File: src/rtl/seq_restoring_divider_pkg.sv
// Shared types and constants for the sequential restoring divider.
package div_pkg;

  typedef enum logic [1:0] {
    IDLE = 2'd0,
    RUN  = 2'd1,
    DONE = 2'd2
  } div_state_t;

  localparam int DW_DEF = 8;
  localparam int VW_DEF = 4;

  function automatic int cnt_w(input int dw);
    return (dw > 1) ? $clog2(dw) : 1;
  endfunction

endpackage

File: src/rtl/seq_restoring_divider_if.sv
// Start/busy/done handshake plus operand and result buses of the divider.
interface seq_restoring_divider_if
  import div_pkg::*;
#(
  parameter int DW = DW_DEF,
  parameter int VW = VW_DEF
);

  logic          start;
  logic [DW-1:0] dividend;
  logic [VW-1:0] divisor;
  logic          busy;
  logic          done;
  logic [DW-1:0] quotient;
  logic [VW-1:0] remainder;
  logic          div_by_zero;

  modport master (
    output start,
    output dividend,
    output divisor,
    input  busy,
    input  done,
    input  quotient,
    input  remainder,
    input  div_by_zero
  );

  modport slave (
    input  start,
    input  dividend,
    input  divisor,
    output busy,
    output done,
    output quotient,
    output remainder,
    output div_by_zero
  );

endinterface

File: src/rtl/seq_restoring_divider_step.sv
// One combinational restoring-division stage: shift in a dividend bit, trial-subtract.
module div_step #(
  parameter int VW = 4
) (
  input  logic [VW-1:0] i_rem,
  input  logic          i_bit,
  input  logic [VW-1:0] i_div,
  output logic [VW-1:0] o_rem,
  output logic          o_qbit
);

  logic [VW:0] w_trial;
  logic [VW:0] w_div_ext;

  assign w_trial   = {i_rem, i_bit};
  assign w_div_ext = {1'b0, i_div};

  // The incoming remainder is below the divisor, so trial-divisor always fits in VW bits.
  always_comb begin
    o_qbit = 1'b0;
    o_rem  = i_rem;
    if (w_trial >= w_div_ext) begin
      o_qbit = 1'b1;
      o_rem  = VW'(w_trial - w_div_ext);
    end else begin
      o_rem  = w_trial[VW-1:0];
    end
  end

endmodule

File: src/rtl/seq_restoring_divider.sv
// Sequential unsigned restoring divider: one quotient bit per cycle, start/busy/done handshake.
module seq_restoring_divider
  import div_pkg::*;
#(
  parameter int DW = DW_DEF,
  parameter int VW = VW_DEF
) (
  input logic                     clk,
  input logic                     rst_n,
  seq_restoring_divider_if.slave  bus
);

  localparam int CW = cnt_w(DW);

  div_state_t    r_state;
  div_state_t    w_next;

  // Partial remainder top bit is provably zero after every step, so only VW bits are kept.
  logic [VW-1:0] r_rem;
  logic [DW-1:0] r_q;
  logic [VW-1:0] r_div;
  logic [CW-1:0] r_cnt;
  logic [DW-1:0] r_quot;
  logic [VW-1:0] r_remo;
  logic          r_dbz;

  logic          w_accept;
  logic          w_div_zero;
  logic          w_last;
  logic [VW-1:0] w_rem;
  logic          w_qbit;

  assign w_accept   = ((r_state == IDLE) || (r_state == DONE)) && bus.start;
  assign w_div_zero = (bus.divisor == '0);
  assign w_last     = (r_cnt == '0);

  div_step #(
    .VW(VW)
  ) u_step (
    .i_rem (r_rem),
    .i_bit (r_q[DW-1]),
    .i_div (r_div),
    .o_rem (w_rem),
    .o_qbit(w_qbit)
  );

  always_ff @(posedge clk or negedge rst_n) begin
    if (!rst_n) r_state <= IDLE;
    else        r_state <= w_next;
  end

  always_comb begin
    w_next = r_state;
    case (r_state)
      IDLE: begin
        if (w_accept) w_next = w_div_zero ? DONE : RUN;
      end
      RUN: begin
        if (w_last) w_next = DONE;
      end
      DONE: begin
        if (w_accept) w_next = w_div_zero ? DONE : RUN;
        else          w_next = IDLE;
      end
      default: w_next = IDLE;
    endcase
  end

  always_ff @(posedge clk or negedge rst_n) begin
    if (!rst_n) begin
      r_rem  <= '0;
      r_q    <= '0;
      r_div  <= '0;
      r_cnt  <= '0;
      r_quot <= '0;
      r_remo <= '0;
      r_dbz  <= 1'b0;
    end else if (w_accept) begin
      r_div <= bus.divisor;
      if (w_div_zero) begin
        r_quot <= '1;
        r_remo <= '0;
        r_dbz  <= 1'b1;
      end else begin
        r_rem <= '0;
        r_q   <= bus.dividend;
        r_cnt <= CW'(DW - 1);
        r_dbz <= 1'b0;
      end
    end else if (r_state == RUN) begin
      r_rem <= w_rem;
      r_q   <= {r_q[DW-2:0], w_qbit};
      // The final step's result goes straight to the output registers.
      if (w_last) begin
        r_quot <= {r_q[DW-2:0], w_qbit};
        r_remo <= w_rem;
      end else begin
        r_cnt <= r_cnt - 1'b1;
      end
    end
  end

  assign bus.busy        = (r_state == RUN);
  assign bus.done        = (r_state == DONE);
  assign bus.quotient    = r_quot;
  assign bus.remainder   = r_remo;
  assign bus.div_by_zero = r_dbz;

endmodule
File: src/flat_wrapper.sv
// flat-port wrapper written by rule: the top's interface ports become plain ports
module seq_restoring_divider_flat import div_pkg::*;
#(
  parameter int DW = DW_DEF,
  parameter int VW = VW_DEF
)
  (clk, rst_n, bus_start, bus_dividend, bus_divisor, bus_busy, bus_done, bus_quotient, bus_remainder, bus_div_by_zero);
  seq_restoring_divider_if #(.DW(DW), .VW(VW)) bus_i ();
  input logic clk;
  input logic rst_n;
  input wire logic [$bits(bus_i.start)-1:0] bus_start;
  input wire logic [$bits(bus_i.dividend)-1:0] bus_dividend;
  input wire logic [$bits(bus_i.divisor)-1:0] bus_divisor;
  output wire logic [$bits(bus_i.busy)-1:0] bus_busy;
  output wire logic [$bits(bus_i.done)-1:0] bus_done;
  output wire logic [$bits(bus_i.quotient)-1:0] bus_quotient;
  output wire logic [$bits(bus_i.remainder)-1:0] bus_remainder;
  output wire logic [$bits(bus_i.div_by_zero)-1:0] bus_div_by_zero;
  assign bus_i.start = bus_start;
  assign bus_i.dividend = bus_dividend;
  assign bus_i.divisor = bus_divisor;
  assign bus_busy = bus_i.busy;
  assign bus_done = bus_i.done;
  assign bus_quotient = bus_i.quotient;
  assign bus_remainder = bus_i.remainder;
  assign bus_div_by_zero = bus_i.div_by_zero;
  seq_restoring_divider #(.DW(DW), .VW(VW)) u_core (.clk(clk), .rst_n(rst_n), .bus(bus_i));
endmodule
File: config.mk
export PLATFORM = sky130hd
export DESIGN_NAME = seq_restoring_divider_flat
export DESIGN_NICKNAME = d
export VERILOG_FILES = /design/src/rtl/seq_restoring_divider_pkg.sv /design/src/rtl/seq_restoring_divider_if.sv /design/src/rtl/seq_restoring_divider_step.sv /design/src/rtl/seq_restoring_divider.sv /design/src/flat_wrapper.sv
export SDC_FILE = /design/constraint.sdc
export NUM_CORES = 1
export LEC_CHECK = 0
export ABC_AREA = 0
export ABC_CLOCK_PERIOD_IN_PS = 2000
export BUFFER_PORTS_ARGS = -buffer_cell sky130_fd_sc_hd__buf_4
export CAP_MARGIN = 0
export CORE_AREA = 4 4 77 58
export DETAILED_ROUTE_END_ITERATION = 8
export DIE_AREA = 0 0 81 62
export PLACE_DENSITY_LB_ADDON = 0.1
export SLEW_MARGIN = 30
export SYNTH_ARGS = -nofsm -noshare
export SYNTH_HDL_FRONTEND = slang
export SYNTH_SLANG_ARGS = --single-unit
File: constraint.sdc
create_clock -name clk -period 2 [get_ports clk]
set_input_delay 0.3 -clock clk [delete_from_list [all_inputs] [get_ports clk]]
set_output_delay 0.3 -clock clk [all_outputs]
set_load 0.03 [all_outputs]
==> Flow_metrics.wiki <==
{| class="wikitable"
! Metric !! Value
|-
| Result of the run || finished, final reports clean
|-
| Final WL || 3420 um
|-
| Clock tree sinks || 34
|-
| First-pass detailed-route iteration total || 4
|-
| Overall die height || 62 um
|-
| Final period utilization || 94.1%
|-
| Average routed wire per standard cell || 13.0 um
|-
| CTS buffer count || 5
|-
| Count of cells along the worst hold path || 3
|-
| P per Cell Area || 1830 nW/um^2
|-
| Number of filler cells placed in the layout || 339
|-
| Origin of the worst min-delay path || bus_divisor[0]
|-
| Final-report hold violation count || 0
|-
| Transition time of the tightest slew-check pin || 0.510 ns
|-
| Area added between synthesis and finish || 26.8%
|-
| First-pass GRT wire length || 5620 um
|-
| Netlist Area Pre-Place || 1610 um^2
|-
| Sum of met2 wire segment lengths after detailed routing || 1510 um
|-
| Number of buffer cells added on primary ports || 29
|-
| CTS tree || built
|-
| Mapped Avg Cell Area || 9.29 um^2
|-
| Placer congestion estimate || 0.871
|-
| Number of distinct standard cells referenced by the synthesized netlist || 29
|-
| Dpl hpwl || 2580 um
|-
| Number of global-route vias before repair || 1158
|-
| Setup repair after global routing missed its margin || no
|-
| Count of antenna-violating nets left after detailed routing || 0
|-
| Crit path largest cell delay || 0.41 ns
|-
| Share of the yosys chip area belonging to registers || 52.9%
|-
| Floorplan die width || 81 um
|-
| Maximum VDD drop || 812 uV
|-
| Slew headroom || 65.9%
|-
| Root buffer cell || clkbuf_8
|-
| Critical Path Start Type || flip-flop
|-
| Most used cell along the critical path || a21oi_2
|-
| Cells after DPL || 254
|-
| Final TNS setup || 0 ns
|-
| Net Count, Synth || 195
|-
| Buffers plus inverters on the worst setup path || 1
|-
| Signal arrival time at the worst endpoint || 2.03 ns
|-
| DRC || 0
|-
| Cell family contributing the most delay on the critical path || compound AO/OA/AOI/OAI gates
|-
| Master of the slowest instance on the critical path || dfrtp_1
|-
| Number of antenna violations at the first check in global routing || 0
|-
| GRT overflow || 0
|-
| R2R Path End || u_core.bus.remainder[2]$_DFFE_PN0P_
|-
| Final hold slack || 0.234 ns
|-
| Full die area || 5020 um^2
|-
| Proportion of layout cells with a drive suffix above 1 || 25.5%
|-
| Pins over their slew limit || 0
|-
| Detailed-route via count || 1282
|-
| Non-Filler Instances || 264
|-
| Nature of the critical path endpoint || flip-flop
|-
| Highest-count cells in the layout ignoring fill and taps || 36 x buf_4, 34 x dfrtp_1, 32 x nand2_1
|-
| Area of the multi-input gates || 701 um^2
|-
| Critical-path cell list || ha_1 > a21oi_2 > o21ai_1 > a21oi_2 > buf_4 > mux2i_1 > o21ai_0
|-
| ANT cells || 0
|-
| Time the worst path needs with I/O delays and setup || 1.88 ns
|-
| Internal reg-to-reg setup slack || 0.12 ns
|-
| Worst R2R Path Depth || 7
|-
| Worst flop-to-flop path startpoint || u_core.r_rem[1]$_DFFE_PN0P_
|-
| Clock tree buffer depth || 2
|-
| Ys Warns || 0
|-
| Number of DRC violations after detailed-routing iteration 0 || 81
|-
| Largest net degree at the start of global routing || 35
|-
| Critical path peak fanout || 4
|-
| Commonest non-fill, non-tap cell in the layout || buf_4
|-
| Number of rows created at floorplan || 19
|-
| Sequential Area || 851 um^2
|-
| Clock H-tree levels || 2
|-
| Metal-1 WL || 1740 um
|-
| Setup violations, final || 0
|-
| Clk Latency, worst-skew pair || 0.28 ns
|-
| Worst Skew || 0.00242 ns
|-
| Wire length on met3 || 140 um
|-
| Average via count per standard cell || 4.86
|-
| Min-Delay Endpoint || u_core.r_div[0]$_DFFE_PN0P_
|-
| Gate count after technology mapping || 173
|-
| Total routing usage reported by global routing || 15.5%
|-
| Crit Path Class || flip-flop to flip-flop
|-
| Number of violations of the max-capacitance limit || 0
|-
| Post-layout nets || 233
|-
| Achievable Freq || 0.531 GHz
|-
| I/O Pins || 30
|-
| Number of synthesized register bits || 34
|-
| Max Used Layer || met4
|-
| Core region area || 3760 um^2
|-
| Min-delay worst type || input port to flip-flop
|-
| Starting Density || 42.8%
|-
| Clock-pin slew on the worst setup and hold paths || 0.07 ns
|-
| Worst endpoint required time || 2.15 ns
|-
| Lkg Pwr || 0.976 nW
|}
## synthesized netlist by cell type, drive strengths merged
| cell type | instances | area [um^2] |
|---|---|---|
| dfrtp | 34 | 851 |
| nand2 | 32 | 120 |
| nor2 | 27 | 109 |
| a21oi | 15 | 93.9 |
| o21ai | 15 | 78.8 |
| inv | 9 | 33.8 |
| a31oi | 8 | 50.1 |
| ha | 6 | 75.1 |
| buf | 3 | 15.0 |
| clkbuf | 3 | 11.3 |
| nand3 | 3 | 15.0 |
| nor2b | 3 | 18.8 |
| mux2 | 2 | 22.5 |
| mux2i | 2 | 20.0 |
| nand2b | 2 | 12.5 |
| a21o | 1 | 7.51 |
| fa | 1 | 20.0 |
| nand3b | 1 | 7.51 |
| nor4 | 1 | 6.26 |
| o211ai | 1 | 7.51 |
| o22ai | 1 | 6.26 |
| or2 | 1 | 6.26 |
| or4 | 1 | 11.3 |
| xnor2 | 1 | 8.76 |
## worst reg2reg max path, delay by kind of cell, from the launching register on
kind	cells	cell delay, ns
buffers and inverters	1	0.15
multiplexers	1	0.24
AO/OA/AOI/OAI	4	0.58
adder cells (fa/ha/maj)	1	0.36
flip-flops	1	0.41
## per-layer routing
layer | global-route usage (%) | up-vias
met5 | 0 | -
met2 | 22.9 | 24
met1 | 21.4 | 593
met4 | 6.51 | 0
met3 | 4.47 | 7
li1 | - | 658
## area by class of cell
cell class,count,share of cell area [%]
clock buffer,5,3.37
clock inverter,3,1.96
inverter,9,1.66
multi-input combinational,124,34.4
sequential,34,41.7
tap,52,3.19
timing repair buffer,37,13.7
## where the power goes
part           internal, W  switching [W]  leakage [nW]
Combinational     0.000796        0.00109         0.527
Sequential         0.00102       0.000202         0.391
Clock             0.000366       0.000250        0.0579
## flip-flops by register name, indices dropped and copies added (netlist names)
register and count:
u_core.bus.div_by_zero 1, u_core.bus.quotient 8, u_core.bus.remainder 4, u_core.r_cnt 3
u_core.r_div 4, u_core.r_q 8, u_core.r_rem 4, u_core.r_state 2
## how the worst max path moves through the flow
stage / from / end / slack [ns] / depth (start not counted)
2_1_floorplan: u_core.r_rem[1]$_DFFE_PN0P_ / u_core.bus.remainder[0]$_DFFE_PN0P_ / 0.19 / 6
3_3_place_gp: u_core.r_rem[1]$_DFFE_PN0P_ / u_core.bus.remainder[0]$_DFFE_PN0P_ / 0.1 / 6
3_5_place_dp: u_core.r_rem[1]$_DFFE_PN0P_ / u_core.r_rem[1]$_DFFE_PN0P_ / 0.03 / 6
4_1_cts: u_core.r_rem[1]$_DFFE_PN0P_ / u_core.bus.remainder[1]$_DFFE_PN0P_ / 0.0008 / 6
5_1_grt: u_core.r_rem[1]$_DFFE_PN0P_ / u_core.bus.remainder[2]$_DFFE_PN0P_ / 0.02 / 7
6_report: u_core.r_rem[1]$_DFFE_PN0P_ / u_core.bus.remainder[2]$_DFFE_PN0P_ / 0.12 / 7
## per-stage QoR
step / worst slack (ns) / cell area (um^2) / util, % / total power [W]
floorplan: 0.189 / 1610 / - / 0.00253
global placement: 0.0986 / 1910 / 50.8 / 0.00304
detailed placement: 0.0263 / 1910 / 50.8 / 0.00310
CTS: 0.000752 / 2030 / 54.0 / 0.00373
global route: 0.0240 / 2040 / 54.3 / 0.00406
finish: 0.118 / 2040 / 54.3 / 0.00373
## what timing repair did
item / 4_1_cts / 5_1_grt
hold buffers: 1 / 0
endpoints found under the hold margin: 34 / 0
buffers inserted: 0 / 1
setup endpoints to repair: 0 / 6
resized for setup: 0 / 1
## cell families after synthesis
logic type | after synthesis | synth area share, %
XOR/XNOR | 1 | 0.545
multiplexers | 4 | 2.65
buffers and inverters | 15 | 3.73
flip-flops | 34 | 52.9
AO/OA/AOI/OAI | 41 | 15.2
adder cells (fa/ha/maj) | 7 | 5.91
AND/OR/NAND/NOR | 71 | 19.1
No activity file was read; power rests on OpenSTA's default activity.
